**src/rtl/ninjakun_psgbus_ctl_if.sv**
```systemverilog
// Host/PSG bus bundle for ninjakun_psgbus_ctl: request side, read-back and AY-3-8910 bus pins.
interface ninjakun_psgbus_ctl_if;
  logic       REQ;
  logic       REQWR;
  logic       REQCH;
  logic [3:0] REQRG;
  logic [7:0] REQDT;
  logic       BUSY;
  logic       DONE;
  logic [7:0] RDDT;
  logic [7:0] PSGDA;
  logic       PSGDOE;
  logic [7:0] PSGDI;
  logic       PSGBDIR;
  logic       PSGBC1;
  logic       PSGCS0_L;
  logic       PSGCS1_L;

  modport master (
    output REQ, REQWR, REQCH, REQRG, REQDT, PSGDI,
    input  BUSY, DONE, RDDT, PSGDA, PSGDOE, PSGBDIR, PSGBC1, PSGCS0_L, PSGCS1_L
  );

  modport slave (
    input  REQ, REQWR, REQCH, REQRG, REQDT, PSGDI,
    output BUSY, DONE, RDDT, PSGDA, PSGDOE, PSGBDIR, PSGBC1, PSGCS0_L, PSGCS1_L
  );
endinterface

```
**src/rtl/ninjakun_psgbus_ctl.sv**
```systemverilog
// PSG bus sequencer: turns one register read/write request into the AY
// latch-address / gap / data / gap phase sequence on the selected chip.
module ninjakun_psgbus_ctl #(
  parameter int unsigned HOLD = 4
) (
  input logic                  SHCLK,
  input logic                  RESET_L,
  ninjakun_psgbus_ctl_if.slave bus
);

  localparam logic [2:0] ST_IDLE = 3'd0;
  localparam logic [2:0] ST_ADDR = 3'd1;
  localparam logic [2:0] ST_GAP1 = 3'd2;
  localparam logic [2:0] ST_DATA = 3'd3;
  localparam logic [2:0] ST_GAP2 = 3'd4;

  localparam logic [3:0] RELOAD = 4'(HOLD - 1);

  logic [2:0] state;
  logic [3:0] cnt;
  logic       lat_wr;
  logic [7:0] lat_dt;

  // Every output is assigned on the transition into the phase it belongs to,
  // so all pins are flops and no input reaches an output combinationally.
  always_ff @(posedge SHCLK) begin
    if (!RESET_L) begin
      state        <= ST_IDLE;
      cnt          <= '0;
      lat_wr       <= 1'b0;
      lat_dt       <= '0;
      bus.BUSY     <= 1'b0;
      bus.DONE     <= 1'b0;
      bus.RDDT     <= '0;
      bus.PSGDA    <= '0;
      bus.PSGDOE   <= 1'b0;
      bus.PSGBDIR  <= 1'b0;
      bus.PSGBC1   <= 1'b0;
      bus.PSGCS0_L <= 1'b1;
      bus.PSGCS1_L <= 1'b1;
    end else begin
      case (state)
        ST_IDLE: begin
          if (bus.REQ) begin
            state        <= ST_ADDR;
            cnt          <= RELOAD;
            lat_wr       <= bus.REQWR;
            lat_dt       <= bus.REQDT;
            bus.BUSY     <= 1'b1;
            bus.PSGBDIR  <= 1'b1;
            bus.PSGBC1   <= 1'b1;
            bus.PSGDA    <= {4'h0, bus.REQRG};
            bus.PSGDOE   <= 1'b1;
            bus.PSGCS0_L <= bus.REQCH;
            bus.PSGCS1_L <= ~bus.REQCH;
          end
        end
        ST_ADDR: begin
          if (cnt == '0) begin
            state       <= ST_GAP1;
            bus.PSGBDIR <= 1'b0;
            bus.PSGBC1  <= 1'b0;
          end else begin
            cnt <= cnt - 4'd1;
          end
        end
        ST_GAP1: begin
          state <= ST_DATA;
          cnt   <= RELOAD;
          if (lat_wr) begin
            bus.PSGBDIR <= 1'b1;
            bus.PSGBC1  <= 1'b0;
            bus.PSGDA   <= lat_dt;
            bus.PSGDOE  <= 1'b1;
          end else begin
            bus.PSGBDIR <= 1'b0;
            bus.PSGBC1  <= 1'b1;
            bus.PSGDA   <= '0;
            bus.PSGDOE  <= 1'b0;
          end
        end
        ST_DATA: begin
          if (cnt == '0) begin
            state       <= ST_GAP2;
            bus.PSGBDIR <= 1'b0;
            bus.PSGBC1  <= 1'b0;
            bus.PSGDA   <= '0;
            bus.PSGDOE  <= 1'b0;
            bus.DONE    <= 1'b1;
            if (!lat_wr) begin
              bus.RDDT <= bus.PSGDI;
            end
          end else begin
            cnt <= cnt - 4'd1;
          end
        end
        ST_GAP2: begin
          state        <= ST_IDLE;
          bus.DONE     <= 1'b0;
          bus.BUSY     <= 1'b0;
          bus.PSGCS0_L <= 1'b1;
          bus.PSGCS1_L <= 1'b1;
        end
        default: begin
          state <= ST_IDLE;
        end
      endcase
    end
  end

endmodule
```
**src/flat_wrapper.sv**
```systemverilog
// flat-port wrapper written by rule: the top's interface ports become plain ports
module ninjakun_psgbus_ctl_flat 
#(
  parameter int unsigned HOLD = 4
)
  (SHCLK, RESET_L, bus_REQ, bus_REQWR, bus_REQCH, bus_REQRG, bus_REQDT, bus_PSGDI, bus_BUSY, bus_DONE, bus_RDDT, bus_PSGDA, bus_PSGDOE, bus_PSGBDIR, bus_PSGBC1, bus_PSGCS0_L, bus_PSGCS1_L);
  ninjakun_psgbus_ctl_if bus_i ();
  input logic SHCLK;
  input logic RESET_L;
  input wire logic [$bits(bus_i.REQ)-1:0] bus_REQ;
  input wire logic [$bits(bus_i.REQWR)-1:0] bus_REQWR;
  input wire logic [$bits(bus_i.REQCH)-1:0] bus_REQCH;
  input wire logic [$bits(bus_i.REQRG)-1:0] bus_REQRG;
  input wire logic [$bits(bus_i.REQDT)-1:0] bus_REQDT;
  input wire logic [$bits(bus_i.PSGDI)-1:0] bus_PSGDI;
  output wire logic [$bits(bus_i.BUSY)-1:0] bus_BUSY;
  output wire logic [$bits(bus_i.DONE)-1:0] bus_DONE;
  output wire logic [$bits(bus_i.RDDT)-1:0] bus_RDDT;
  output wire logic [$bits(bus_i.PSGDA)-1:0] bus_PSGDA;
  output wire logic [$bits(bus_i.PSGDOE)-1:0] bus_PSGDOE;
  output wire logic [$bits(bus_i.PSGBDIR)-1:0] bus_PSGBDIR;
  output wire logic [$bits(bus_i.PSGBC1)-1:0] bus_PSGBC1;
  output wire logic [$bits(bus_i.PSGCS0_L)-1:0] bus_PSGCS0_L;
  output wire logic [$bits(bus_i.PSGCS1_L)-1:0] bus_PSGCS1_L;
  assign bus_i.REQ = bus_REQ;
  assign bus_i.REQWR = bus_REQWR;
  assign bus_i.REQCH = bus_REQCH;
  assign bus_i.REQRG = bus_REQRG;
  assign bus_i.REQDT = bus_REQDT;
  assign bus_i.PSGDI = bus_PSGDI;
  assign bus_BUSY = bus_i.BUSY;
  assign bus_DONE = bus_i.DONE;
  assign bus_RDDT = bus_i.RDDT;
  assign bus_PSGDA = bus_i.PSGDA;
  assign bus_PSGDOE = bus_i.PSGDOE;
  assign bus_PSGBDIR = bus_i.PSGBDIR;
  assign bus_PSGBC1 = bus_i.PSGBC1;
  assign bus_PSGCS0_L = bus_i.PSGCS0_L;
  assign bus_PSGCS1_L = bus_i.PSGCS1_L;
  ninjakun_psgbus_ctl #(.HOLD(HOLD)) u_core (.SHCLK(SHCLK), .RESET_L(RESET_L), .bus(bus_i));
endmodule
```
**config.mk**
```make
export PLATFORM = sky130hd
export DESIGN_NAME = ninjakun_psgbus_ctl_flat
export DESIGN_NICKNAME = d
export VERILOG_FILES = /design/src/rtl/ninjakun_psgbus_ctl_if.sv /design/src/rtl/ninjakun_psgbus_ctl.sv /design/src/flat_wrapper.sv
export SDC_FILE = /design/constraint.sdc
export NUM_CORES = 1
export LEC_CHECK = 0
export CAP_MARGIN = 15
export CORE_UTILIZATION = 29
export DETAILED_ROUTE_END_ITERATION = 8
export PLACE_DENSITY = 0.55
export SLEW_MARGIN = 20
export SYNTH_ARGS = -nofsm -noshare
export SYNTH_HDL_FRONTEND = slang
export SYNTH_SLANG_ARGS = --single-unit
```
**constraint.sdc**
```tcl
create_clock -name SHCLK -period 3.57 [get_ports SHCLK]
set_input_delay 0.357 -clock SHCLK [delete_from_list [all_inputs] [get_ports SHCLK]]
set_output_delay 0.357 -clock SHCLK [all_outputs]
set_load 0.02 [all_outputs]
```
# Word-level counts from Yosys, hierarchy flattened
# Index checks and enable logic that the tools add are counted.
[totals]
out_inout_bits = 23
ram_bits = 0
memories = 0
romBits = 0
latch_bits = 0
register_bits = 39
input_bits = 25
[classes]
order_cmp = 0
multipliers = 0
bitwise = 2
div_mod_pow = 0
reduce_logical = 15
add_sub_neg = 1
eq_ne = 9
mux = 25
shift = 0
[ops]
columns = ["operator", "count"]
rows = [
  ["8-bit two-way mux", 3],
  ["8-bit one-hot mux with 3 select lines", 1],
  ["3-bit AND reduction", 5],
  ["3-bit one-hot mux with 4 select lines", 1],
  ["4-bit one-hot mux with 3 select lines", 1],
  ["3-bit two-way mux", 3],
  ["1-bit one-hot mux with 3 select lines", 3],
  ["4-bit two-way mux", 2],
  ["1-bit one-hot mux with 2 select lines", 4],
  ["1-bit two-way mux", 7],
  ["3-bit by 2-bit equality test with 1-bit output (second input constant)", 2],
  ["2-bit by 1-bit inequality test with 1-bit output (second input constant)", 3],
  ["2-bit AND reduction", 3],
  ["3-bit nonzero test", 2],
  ["4-bit zero test", 1],
  ["2-bit inequality test (second input constant)", 2],
  ["2-bit nonzero test", 2],
  ["4-bit by 1-bit subtractor with 4-bit output (second input constant)", 1],
  ["3-bit by 1-bit equality test with 1-bit output (second input constant)", 1],
  ["3-bit equality test (second input constant)", 1],
  ["3-bit zero test", 1],
  ["1-bit inverter", 2],
  ["2-bit OR reduction", 1],
]

# Longest topological paths before layout
[logic_depth]
word_depth = 4
ltp_mapped = 7
depth_no_buf = 5

# Worst setup path before layout
# Ideal clock, no wire load.
[synth_timing]
path_type = "register -> register"
startpoint = "register u_core.cnt[0]"
endpoint = "register u_core.bus.RDDT[0]"
path_buffers = 1
stages_incl_launch_ff = 7
required_ns = 3.498
synth_period_minus_slack_ns = 1.691
arrival_ns = 1.619
setup_slack_ns = 1.879
path_cell_list = "dfxtp_1 > inv_1 > ha_1 > or3b_1 > buf_6 > nor3_4 > mux2i_1"
[synth_between]
elab_chain_len = 2
[synth_lines]
columns = ["item", "line", "source"]
rows = [
  ["from (decl)", "ninjakun_psgbus_ctl.sv:20", "logic [3:0] cnt;"],
  ["from (signal assigned)", "ninjakun_psgbus_ctl.sv:64", "cnt <= cnt - 4'd1;"],
  ["from (signal assigned)", "ninjakun_psgbus_ctl.sv:94", "cnt <= cnt - 4'd1;"],
  ["4-bit zero test", "ninjakun_psgbus_ctl.sv:83", "if (cnt == '0) begin"],
  ["3-bit AND reduction (no line)", "--", ""],
  ["to (signal assigned)", "ninjakun_psgbus_ctl.sv:91", "bus.RDDT <= bus.PSGDI;"],
  ["to (decl)", "ninjakun_psgbus_ctl_if.sv:26", "output BUSY, DONE, RDDT, PSGDA, PSGDOE, PSGBDIR, PSGBC1, PSGCS0_L, PSGCS1_L"],
]
# No other way between the ends.
# A chain may end at the register's enable or synchronous reset.

# Worst setup path in the final report
[layout_timing]
startpoint = "register u_core.cnt[0]"
endpoint = "register u_core.bus.RDDT[7]"
# Same word-level chain as after synthesis.

==> results.sh <==
export IMPL_htree_num_levels=2
export IMPL_place_gp_congestion=0.741
export IMPL_clock_latency_ns=0.29
export IMPL_synth_top_area_cell="dfxtp_1"
export IMPL_ys_seq_area_frac=0.463
export IMPL_setup_tns_ns=0
export IMPL_die_area_um2=6130
export IMPL_peakVddDrop_v=0.000182
export IMPL_io_pins=48
export IMPL_fillerInstances=582
export IMPL_finalHoldViolCount=0
export IMPL_setup_slack_ns=1.62
export IMPL_synth_edf_count=0
export IMPL_critPathRequiredTime_ns=3.78
export IMPL_syn_num_nets=215
export IMPL_first_pass_iters=4
export IMPL_crit_arrival_ns=2.17
export IMPL_ant_nets=0
export IMPL_grt_usage=0.134
export IMPL_synth_top_family_by_area="simple AND/OR/NAND/NOR gates"
export IMPL_r2r_slack_ns=1.62
export IMPL_synth_seq_cells=39
export IMPL_postCtsHoldBufs=0
export IMPL_fmax_ghz=0.513
export IMPL_dp_slack_ns=1.44
export IMPL_netlist_top_cells_area="dfxtp_1 46%, nand2_1 9.3%, mux2i_1 5.3%"
export IMPL_gr_total_overflow=0
export IMPL_grt_first_pass_wirelength_um=6400
export IMPL_num_rows=27
export IMPL_r2r_end="u_core.bus.RDDT[7]"
export IMPL_synth_warnings=0
export IMPL_reg2regPathDepth=5
export IMPL_wl_um=3780
export IMPL_avgRoutedWirePerCell_um=12.4
export IMPL_run_status="finished, final reports clean"
export IMPL_whs_endpoint="u_core.lat_dt[2]"
export IMPL_cts_sinks=39
export IMPL_synthAdderAreaFrac=0.00741
export IMPL_crit_chain="inv_1, ha_1, or3b_1, nor3_4, mux2i_1"
export IMPL_worst_setup_path_end_kind="flip-flop"
export IMPL_drt_iter0_markers=69
export IMPL_synth_most_common_cell="nand2_1"
export IMPL_hold_class="reg2reg"
export IMPL_fp_dieH_um=78.3
export IMPL_io_buffer_count=47
export IMPL_slowest_delay_ns=0.52
export IMPL_cts_tree="yes"
export IMPL_criticalPathCategory="reg2reg"
export IMPL_drv_cap=0
export IMPL_crit_slowest_cell="or3b_1"
export IMPL_grt_pass1_vias=1374
export IMPL_synth_xor_xnor_area_share=0.00519
export IMPL_dieWidth_um=78.3
export IMPL_layout_nets=257
export IMPL_min_period_over_period=0.547
export IMPL_cp_max_fo=8
export IMPL_fin_area_um2=2280
export IMPL_relSlewSlack=0.500
export IMPL_ctsResizeCount=0
export IMPL_areaGrowthSynthToFinish_pct=35.4
export IMPL_min_from="u_core.lat_dt[2]"
export IMPL_synth_top_area_share=0.463
export IMPL_synth_compound_area_share=0.187
export IMPL_viasPerCell=4.73
export IMPL_syn_inst=189
export IMPL_startpoint_type="flip-flop"
export IMPL_syn_cell_area_um2=1690
export IMPL_layout_drive_gt1_share=0.0819
export IMPL_drc_errors=0
export IMPL_clk_pin_slew_ns=0.07
export IMPL_cts_root_buf="clkbuf_8"
export IMPL_tightest_slew_ns=0.749
export IMPL_synthMuxAreaShare=0.0534
export IMPL_worstHoldPathCells=2
export IMPL_yosys_area_share_simple=0.234
export IMPL_leakagePower_nw=0.813
export IMPL_finClkSkew_ns=0.00480
export IMPL_powerDensity_nw_per_um2=461
export IMPL_ys_types=45
export IMPL_synth_commonest_cells="42 x nand2_1, 39 x dfxtp_1, 16 x a21oi_1"
export IMPL_async_reset_ff_frac=0
export IMPL_fin_cells=304
export IMPL_cts_inserted_buffers=5
export IMPL_hold_worst_slack_ns=0.456
export IMPL_antenna_found_initial=0
export IMPL_r2r_start="u_core.cnt[0]"
export IMPL_dp_hpwl_um=2620
export IMPL_initial_core_util=0.303
export IMPL_dpl_instance_area_um2=2200
export IMPL_post_cts_setup_buffers=0
export IMPL_cts_buffer_depth=2
export IMPL_grt_max_degree=32
export IMPL_vias=1437
export IMPL_synthFlopType="dfxtp_1"
export IMPL_finalMaxSlewViolations=0
export IMPL_dp_cells=296
export IMPL_antenna_cells=0
export IMPL_fin_crit_ns=1.95
export IMPL_rsz0062_at_grt="false"
export IMPL_synth_area_per_cell_um2=8.93
export IMPL_final_setup_viol_count=0
export IMPL_core_um2=5570
-- worst max-delay path by stage --
stage	end	cells past startpoint	slack [ns]	from
finish	u_core.bus.RDDT[7]	5	1.62	u_core.cnt[0]
global placement	u_core.cnt[3]	5	1.48	RESET_L
global route	u_core.bus.RDDT[0]	5	1.48	u_core.cnt[0]
CTS	u_core.bus.RDDT[2]	5	1.58	u_core.cnt[0]
floorplan	u_core.bus.RDDT[0]	6	1.88	u_core.cnt[0]
detailed placement	u_core.cnt[3]	5	1.44	RESET_L
-- sequential cells by signal, indices dropped and copies added, names as in the netlist --
register,cells
u_core.bus.BUSY,1
u_core.bus.PSGDOE,1
u_core.bus.PSGCS1_L,1
u_core.bus.DONE,1
u_core.bus.PSGDA,8
u_core.bus.PSGCS0_L,1
u_core.lat_wr,1
u_core.state,3
u_core.bus.PSGBC1,1
u_core.bus.PSGBDIR,1
u_core.bus.RDDT,8
u_core.lat_dt,8
u_core.cnt,4
-- where the power goes --
part / switching [W] / total, W / leakage, nW / internal [W]
Sequential: 0.0000357 / 0.000511 / 0.319 / 0.000475
Combinational: 0.000134 / 0.000261 / 0.452 / 0.000126
Clock: 0.000145 / 0.000282 / 0.0422 / 0.000137
-- logic make-up (layout without fill, tap and decap cells) --
kind of cell | count (synthesis) | in the layout
mux | 9 | 9
compound gates | 44 | 44
flops | 39 | 39
simple gates | 77 | 77
buf+inv | 18 | 61
fa+ha+maj | 1 | 1
xor+xnor | 1 | 1
-- layout by cell type (no fill, tap or decap), drive strengths merged, types with 3 or more instances in the layout --
master	count
nor3	4
nor2b	4
inv	3
nand2	42
nand3	5
nor2	4
a221oi	4
o21ai	7
a21oi	16
dfxtp	39
mux2i	9
a22oi	4
clkbuf	7
clkdlybuf4s50	47
buf	3
-- cell type report --
| type | count | area, um2 | area share |
|---|---|---|---|
| Clock buffer | 7 | 76.3 | 0.0334 |
| Clock inverter | 1 | 5.00 | 0.00219 |
| Inverter | 3 | 11.3 | 0.00493 |
| Multi-Input combinational cell | 132 | 828 | 0.363 |
| Sequential cell | 39 | 781 | 0.342 |
| Tap cell | 72 | 90.1 | 0.0394 |
| Timing Repair Buffer | 50 | 493 | 0.216 |
-- worst max-delay path: cells and delay by family (launching register included) --
kind / cells / cell delay (ns)
adder cells (fa/ha/maj): 1 / 0.19
buffers and inverters: 1 / 0.06
flip-flops: 1 / 0.33
AND/OR/NAND/NOR: 2 / 1.04
multiplexers: 1 / 0.24
-- stage by stage --
stage / power, W / utilization
after CTS: 0.00107 / 0.410
after global routing: 0.00112 / 0.410
after global placement: 0.000784 / 0.395
after detailed placement: 0.000783 / 0.395
after floorplan: 0.000686 / -
final: 0.00105 / 0.410
-- metal layers --
layer / track usage / wire, um / share of wire
met1: 0.168 / 1870 / 0.49
met2: 0.214 / 1650 / 0.44
met3: 0.0465 / 202 / 0.053
met4: 0.0444 / 51 / 0.014
met5: 0 / 0 / 0
No activity file was read; power rests on OpenSTA's default activity.
